===== config.mk =====
export PLATFORM = sky130hd
export DESIGN_NAME = csr_spmv_scheduler
export DESIGN_NICKNAME = d
export VERILOG_FILES = /design/src/rtl/csr_spmv_scheduler.sv
export SDC_FILE = /design/constraint.sdc
export NUM_CORES = 1
export LEC_CHECK = 0
export CAP_MARGIN = 20
export CORE_ASPECT_RATIO = 0.6
export CORE_MARGIN = 10
export CORE_UTILIZATION = 55
export DETAILED_ROUTE_END_ITERATION = 6
export PLACE_DENSITY = 0.76
export RECOVER_POWER = 25
export SETUP_SLACK_MARGIN = 0.15
export SLEW_MARGIN = 20
export SYNTH_ARGS = -nofsm -noshare
export SYNTH_HDL_FRONTEND = slang
export SYNTH_SLANG_ARGS = --single-unit

===== constraint.sdc =====
create_clock -name clk -period 16.4 [get_ports clk]
set_input_delay 3.28 -clock clk [delete_from_list [all_inputs] [get_ports clk]]
set_output_delay 3.28 -clock clk [all_outputs]
set_load 0.01 [all_outputs]

===== src/rtl/csr_spmv_scheduler.sv =====
// csr_spmv_scheduler
// Sequencer for the sparsity-aware spiking MVM datapath. Holds a 4x4 matrix in CSR form
// (up to NNZ_MAX nonzeros), walks the row segments after start and accumulates only the
// entries whose column spike is set. Entries on silent columns are skipped and counted.
// One result per row is emitted over a valid/ready stream.
//
// Ports:
//   clk, rst        clock, asynchronous active-high reset
//   cfg_we/cfg_sel  config write strobe / target (0 = entry table, 1 = row-end table)
//   cfg_addr        entry index (row index in [1:0] for row-end writes)
//   cfg_wdata       entry = {col[1:0], value}; row-end = [4:0] exclusive end pointer
//   start           begin one pass (sampled in IDLE only)
//   spike_train     column spike vector, latched on accepted start
//   busy            pass in progress (FETCH/EMIT)
//   out_valid/out_ready/out_row/out_data   per-row result stream
//   done            one-cycle end-of-pass pulse
//   skip_cnt        entries skipped in the current or last pass
module csr_spmv_scheduler #(
  parameter int unsigned NNZ_MAX = 16,
  parameter int unsigned VAL_W   = 8,
  parameter int unsigned ACC_W   = 12
) (
  input  logic             clk,
  input  logic             rst,
  input  logic             cfg_we,
  input  logic             cfg_sel,
  input  logic [3:0]       cfg_addr,
  input  logic [VAL_W+1:0] cfg_wdata,
  input  logic             start,
  input  logic [3:0]       spike_train,
  output logic             busy,
  output logic             out_valid,
  input  logic             out_ready,
  output logic [1:0]       out_row,
  output logic [ACC_W-1:0] out_data,
  output logic             done,
  output logic [4:0]       skip_cnt
);

  localparam int unsigned SumW    = ACC_W + 1;
  localparam logic [4:0]  NnzLim  = 5'(NNZ_MAX);
  localparam logic [4:0]  SkipMax = 5'd16;

  typedef enum logic [1:0] {StIdle, StFetch, StEmit, StFinish} state_e;

  state_e state_q, state_d;

  logic [VAL_W+1:0] entry_q   [NNZ_MAX];
  logic [4:0]       row_end_q [4];
  logic [3:0]       spike_q;
  logic [4:0]       ptr_q, ptr_d;
  logic [1:0]       row_q, row_d;
  logic [ACC_W-1:0] acc_q, acc_d;
  logic [4:0]       skip_q, skip_d;

  logic             cfg_ok;
  logic             start_ok;
  logic [4:0]       end_raw;
  logic [4:0]       end_cur;
  logic             in_range;
  logic [VAL_W+1:0] cur_entry;
  logic [1:0]       cur_col;
  logic [VAL_W-1:0] cur_val;
  logic             hit;
  logic [SumW-1:0]  sum;
  logic [ACC_W-1:0] acc_sat;

  assign cfg_ok   = cfg_we && (state_q == StIdle);
  assign start_ok = start && (state_q == StIdle);

  // End pointer of the current row, clamped to table depth. The end of row r is also
  // the base of row r+1, so the same value feeds the pointer advance in EMIT.
  assign end_raw   = row_end_q[row_q];
  assign end_cur   = (end_raw > NnzLim) ? NnzLim : end_raw;
  assign in_range  = ptr_q < end_cur;
  assign cur_entry = entry_q[ptr_q[3:0]];
  assign cur_col   = cur_entry[VAL_W+1:VAL_W];
  assign cur_val   = cur_entry[VAL_W-1:0];
  assign hit       = spike_q[cur_col];
  assign sum       = {1'b0, acc_q} + SumW'(cur_val);
  assign acc_sat   = sum[ACC_W] ? '1 : sum[ACC_W-1:0];

  // Configuration tables; writes outside IDLE are dropped.
  always_ff @(posedge clk or posedge rst) begin
    if (rst) begin
      for (int unsigned i = 0; i < NNZ_MAX; i++) entry_q[i] <= '0;
      for (int unsigned r = 0; r < 4; r++) row_end_q[r] <= '0;
    end else if (cfg_ok) begin
      if (cfg_sel) row_end_q[cfg_addr[1:0]] <= cfg_wdata[4:0];
      else         entry_q[cfg_addr]        <= cfg_wdata;
    end
  end

  // FSM state register
  always_ff @(posedge clk or posedge rst) begin
    if (rst) state_q <= StIdle;
    else     state_q <= state_d;
  end

  // FSM next state
  always_comb begin
    state_d = state_q;
    unique case (state_q)
      StIdle:   if (start) state_d = StFetch;
      StFetch:  if (!in_range) state_d = StEmit;
      StEmit:   if (out_ready) state_d = (row_q == 2'd3) ? StFinish : StFetch;
      StFinish: state_d = StIdle;
      default:  state_d = StIdle;
    endcase
  end

  // FSM outputs
  always_comb begin
    busy      = (state_q == StFetch) || (state_q == StEmit);
    out_valid = (state_q == StEmit);
    done      = (state_q == StFinish);
  end

  // Datapath next state
  always_comb begin
    ptr_d  = ptr_q;
    row_d  = row_q;
    acc_d  = acc_q;
    skip_d = skip_q;
    unique case (state_q)
      StIdle: begin
        if (start) begin
          ptr_d  = '0;
          row_d  = '0;
          acc_d  = '0;
          skip_d = '0;
        end
      end
      StFetch: begin
        if (in_range) begin
          if (hit)                    acc_d  = acc_sat;
          else if (skip_q != SkipMax) skip_d = skip_q + 5'd1;
          ptr_d = ptr_q + 5'd1;
        end
      end
      StEmit: begin
        if (out_ready && (row_q != 2'd3)) begin
          row_d = row_q + 2'd1;
          acc_d = '0;
          // Never revisit entries already consumed by an overlapping earlier row.
          ptr_d = (ptr_q > end_cur) ? ptr_q : end_cur;
        end
      end
      default: ;
    endcase
  end

  always_ff @(posedge clk or posedge rst) begin
    if (rst) begin
      ptr_q   <= '0;
      row_q   <= '0;
      acc_q   <= '0;
      skip_q  <= '0;
      spike_q <= '0;
    end else begin
      ptr_q  <= ptr_d;
      row_q  <= row_d;
      acc_q  <= acc_d;
      skip_q <= skip_d;
      if (start_ok) spike_q <= spike_train;
    end
  end

  assign out_row  = row_q;
  assign out_data = acc_q;
  assign skip_cnt = skip_q;

endmodule


==> flow_summary.ini <==
[worst_setup_path]
required_ns = 16.82
reg2reg_slack_ns = 11.20
max_stage_delay_ns = 3.11
arrival_ns = 8.20
critPathLaunchType = input pin
timing.rr.end = out_data[9]
cp_slowest_cell = clkinvlp_2
path_max_fanout = 133
cp_top_family = buffers and inverters
path_buf_inv = 3
path_class = input pin to async pin
r2r_cells = 12
crit_chain = dlygate4sd3_1 > clkinvlp_2 > buf_4
r2r_start = ptr_q[0]
cp-end-kind = async pin

[floorplan]
core_area_mm2 = 0.0182
num_rows = 38
ios = 46
die_x_um = 196
die_h_um = 126
start_util_pct = 56.3
die-area_mm2 = 0.0246

[sta]
rsz0062_at_grt = no
relSlewSlack_pct = -276
skew_ns = 0.0228
final_hold_viol_count = 0
tightest_slew_ns = 5.60
slew_viol_final = 134
min_period_over_period_pct = 47.5
setup_viol = 0
fmax_mhz = 128
timing.setup.tns_ns = 0
timing.final.crit_period_ns = 7.79

[route]
wl_per_cell_um = 23.3
drt_drc_violations_left = 0
dr.pass1.iters = 5
dr.first_iter.drc_count = 526
num_vias = 6308
drtAntennaViolNets = 0
detail_route.wirelength_um = 23700
routed_via_density = 6.22

[cells_and_area]
fin_util_pct = 63.7
area_growth_pct = 13.1
drive_gt1_share_pct = 37.9
fillers = 1311
stdcell_count = 1014
diodes = 0
design_area_mm2 = 0.0116
nNetsFinal = 807

[synthesis]
ys_async_sr_fraction_pct = 100
synth_edf_count = 0
yosys_register_bits = 210
syn_area_per_cell_um2 = 14.2
ys.flop_type = dfrtp_1
netlist_area_mm2 = 0.0102
synthDistinctLibCells = 54
syn_nets = 769
synthCells = 722
yosysSeqAreaShare_pct = 51.4
ys_warn_count = 0

[min_path]
hold_path_depth = 1
hold_path.class = flip-flop to flip-flop
hold_path_end = entry_q[126]
worstHoldStart = entry_q[126]

[clock_network]
cts_tree = yes
cts_root_buf = clkbuf_16
clkLatencyLatePin_ns = 0.51
cts_setup_buffers = 0
cts-buffers-inserted = 20
clk_path_buf_depth = 3
clk_pin_slew_worst_paths_ns = 0.07
hold_buffers = 0
clock-sinks = 210
cts_resized = 0
htreeDepth = 1

[power]
irDropWorstVdd_mv = 0.0908
cellPowerDensity_mw_per_mm2 = 159
p_leak_uw = 0.00531

[status]
status = finished, violations left
violations = capacitance limit, slew limit

[job]
maxCapViolations = 1

[global_routing]
first_global_vias = 6679
antenna_found_initial = 1
grt_pass1_wl_um = 38100
grt.overflow.total = 0
grt_max_degree = 134
globalRouteTotalUtil_pct = 19.2

[placed_design]
place_area_mm2 = 0.0109
io_buffers = 45
hpwlAfterDp_um = 16400
finalWeightedCongestion = 0.837
dp.cells = 978
[cell type report]
type	count	area, um^2	area share (%)
clock inverters	9	81.3	0.703
clock buffers	27	587	5.07
repair buffers	58	548	4.74
flip-flops and latches	210	5260	45.4
multi-input cells	456	4740	41.0
inverters	14	53.8	0.465
well taps	240	300	2.60
[layout by cell type, fill, tap and decap left out, drive strengths merged, types with 5 or more instances in the layout]
cell and instances:
nor2b 5, clkinv 9, a21oi 9, mux2i 7, clkdlybuf4s50 43, xnor2 6
nand2b 10, nand3 11, clkbuf 27, buf 13, dfrtp 210, o21ai 27
nor2 20, nand2 40, mux2 187, nor3 6, a21o 6, ha 22
inv 12, mux4 54
[sequential cells by signal, indices dropped and copies added, names as in the netlist]
signal	flops
spike_q	4
out_row	2
row_end_q	20
ptr_q	5
out_data	12
state_q	2
skip_cnt	5
entry_q	160
[cell families (layout without fill, tap and decap cells)]
| kind of cell | after synthesis | in the layout | share of synthesized area [%] |
|---|---|---|---|
| muxes | 248 | 248 | 33.3 |
| and+or+nand+nor | 108 | 108 | 5.19 |
| DFF | 210 | 210 | 51.4 |
| AOI/OAI and AO/OA | 70 | 70 | 4.42 |
| adders and majority gates | 23 | 23 | 2.89 |
| xor gates and xnor gates | 7 | 7 | 0.599 |
| buffers and inverters | 56 | 108 | 2.26 |
[worst register-to-register path, delay by kind of cell (launching register included)]
family	cells	cell delay, ns
multiplexers	2	1.25
AND/OR/NAND/NOR	3	0.80
AO/OA/AOI/OAI	4	1.34
flip-flops	1	0.34
buffers and inverters	1	0.63
adder cells (fa/ha/maj)	2	0.70
[layer usage]
layer	global-route usage, %	share of wire, %	up-vias
met5	0	0.051	-
met4	3.85	1.6	2
met3	4.85	7.3	34
met2	30.0	46	210
met1	26.6	45	3299
li1	-	-	2763
[worst max path at each step]
stage	endpoint	slack [ns]	start	depth (start not counted)
floorplan	entry_q[0]	7.38	rst	1
global placement	out_data[10]	10.45	start	8
detailed placement	out_data[11]	10.25	start	8
CTS	out_data[11]	10.72	start	8
global route	ptr_q[0]	7.69	rst	3
finish	ptr_q[0]	8.61	rst	3
[cell usage after synthesis (3+ instances only)]
cell,instances,share of area [%]
inv_1,13,0.48
nor4b_1,3,0.26
buf_1,4,0.15
nand2_1,40,1.5
clkbuf_1,34,1.2
a21oi_1,9,0.44
mux4_2,52,11
ha_1,22,2.7
a21o_1,6,0.44
mux2i_1,7,0.69
a32o_1,3,0.29
dfrtp_1,210,51
nand3_1,11,0.54
nor2b_1,5,0.31
a211oi_1,4,0.29
o21ai_0,27,1.3
mux2_2,186,20
a31oi_1,3,0.18
o21bai_1,3,0.22
nand2b_1,10,0.61
nor3_1,6,0.29
nor2_1,20,0.73
xnor2_1,6,0.51
[power breakdown]
| part | switching (uW) | internal, uW |
|---|---|---|
| clock | 197 | 268 |
| sequential | 97.8 | 657 |
| combinational | 306 | 310 |
[per-stage QoR]
step,setup slack [ns],hold WS (ns),power [uW]
after floorplan,7.38,0.470,1180
after global placement,10.45,0.481,1320
after detailed placement,10.25,0.488,1370
after CTS,10.72,0.502,1840
after global routing,7.69,0.513,1940
final,8.61,0.501,1840
No activity file was read; power rests on OpenSTA's default activity.
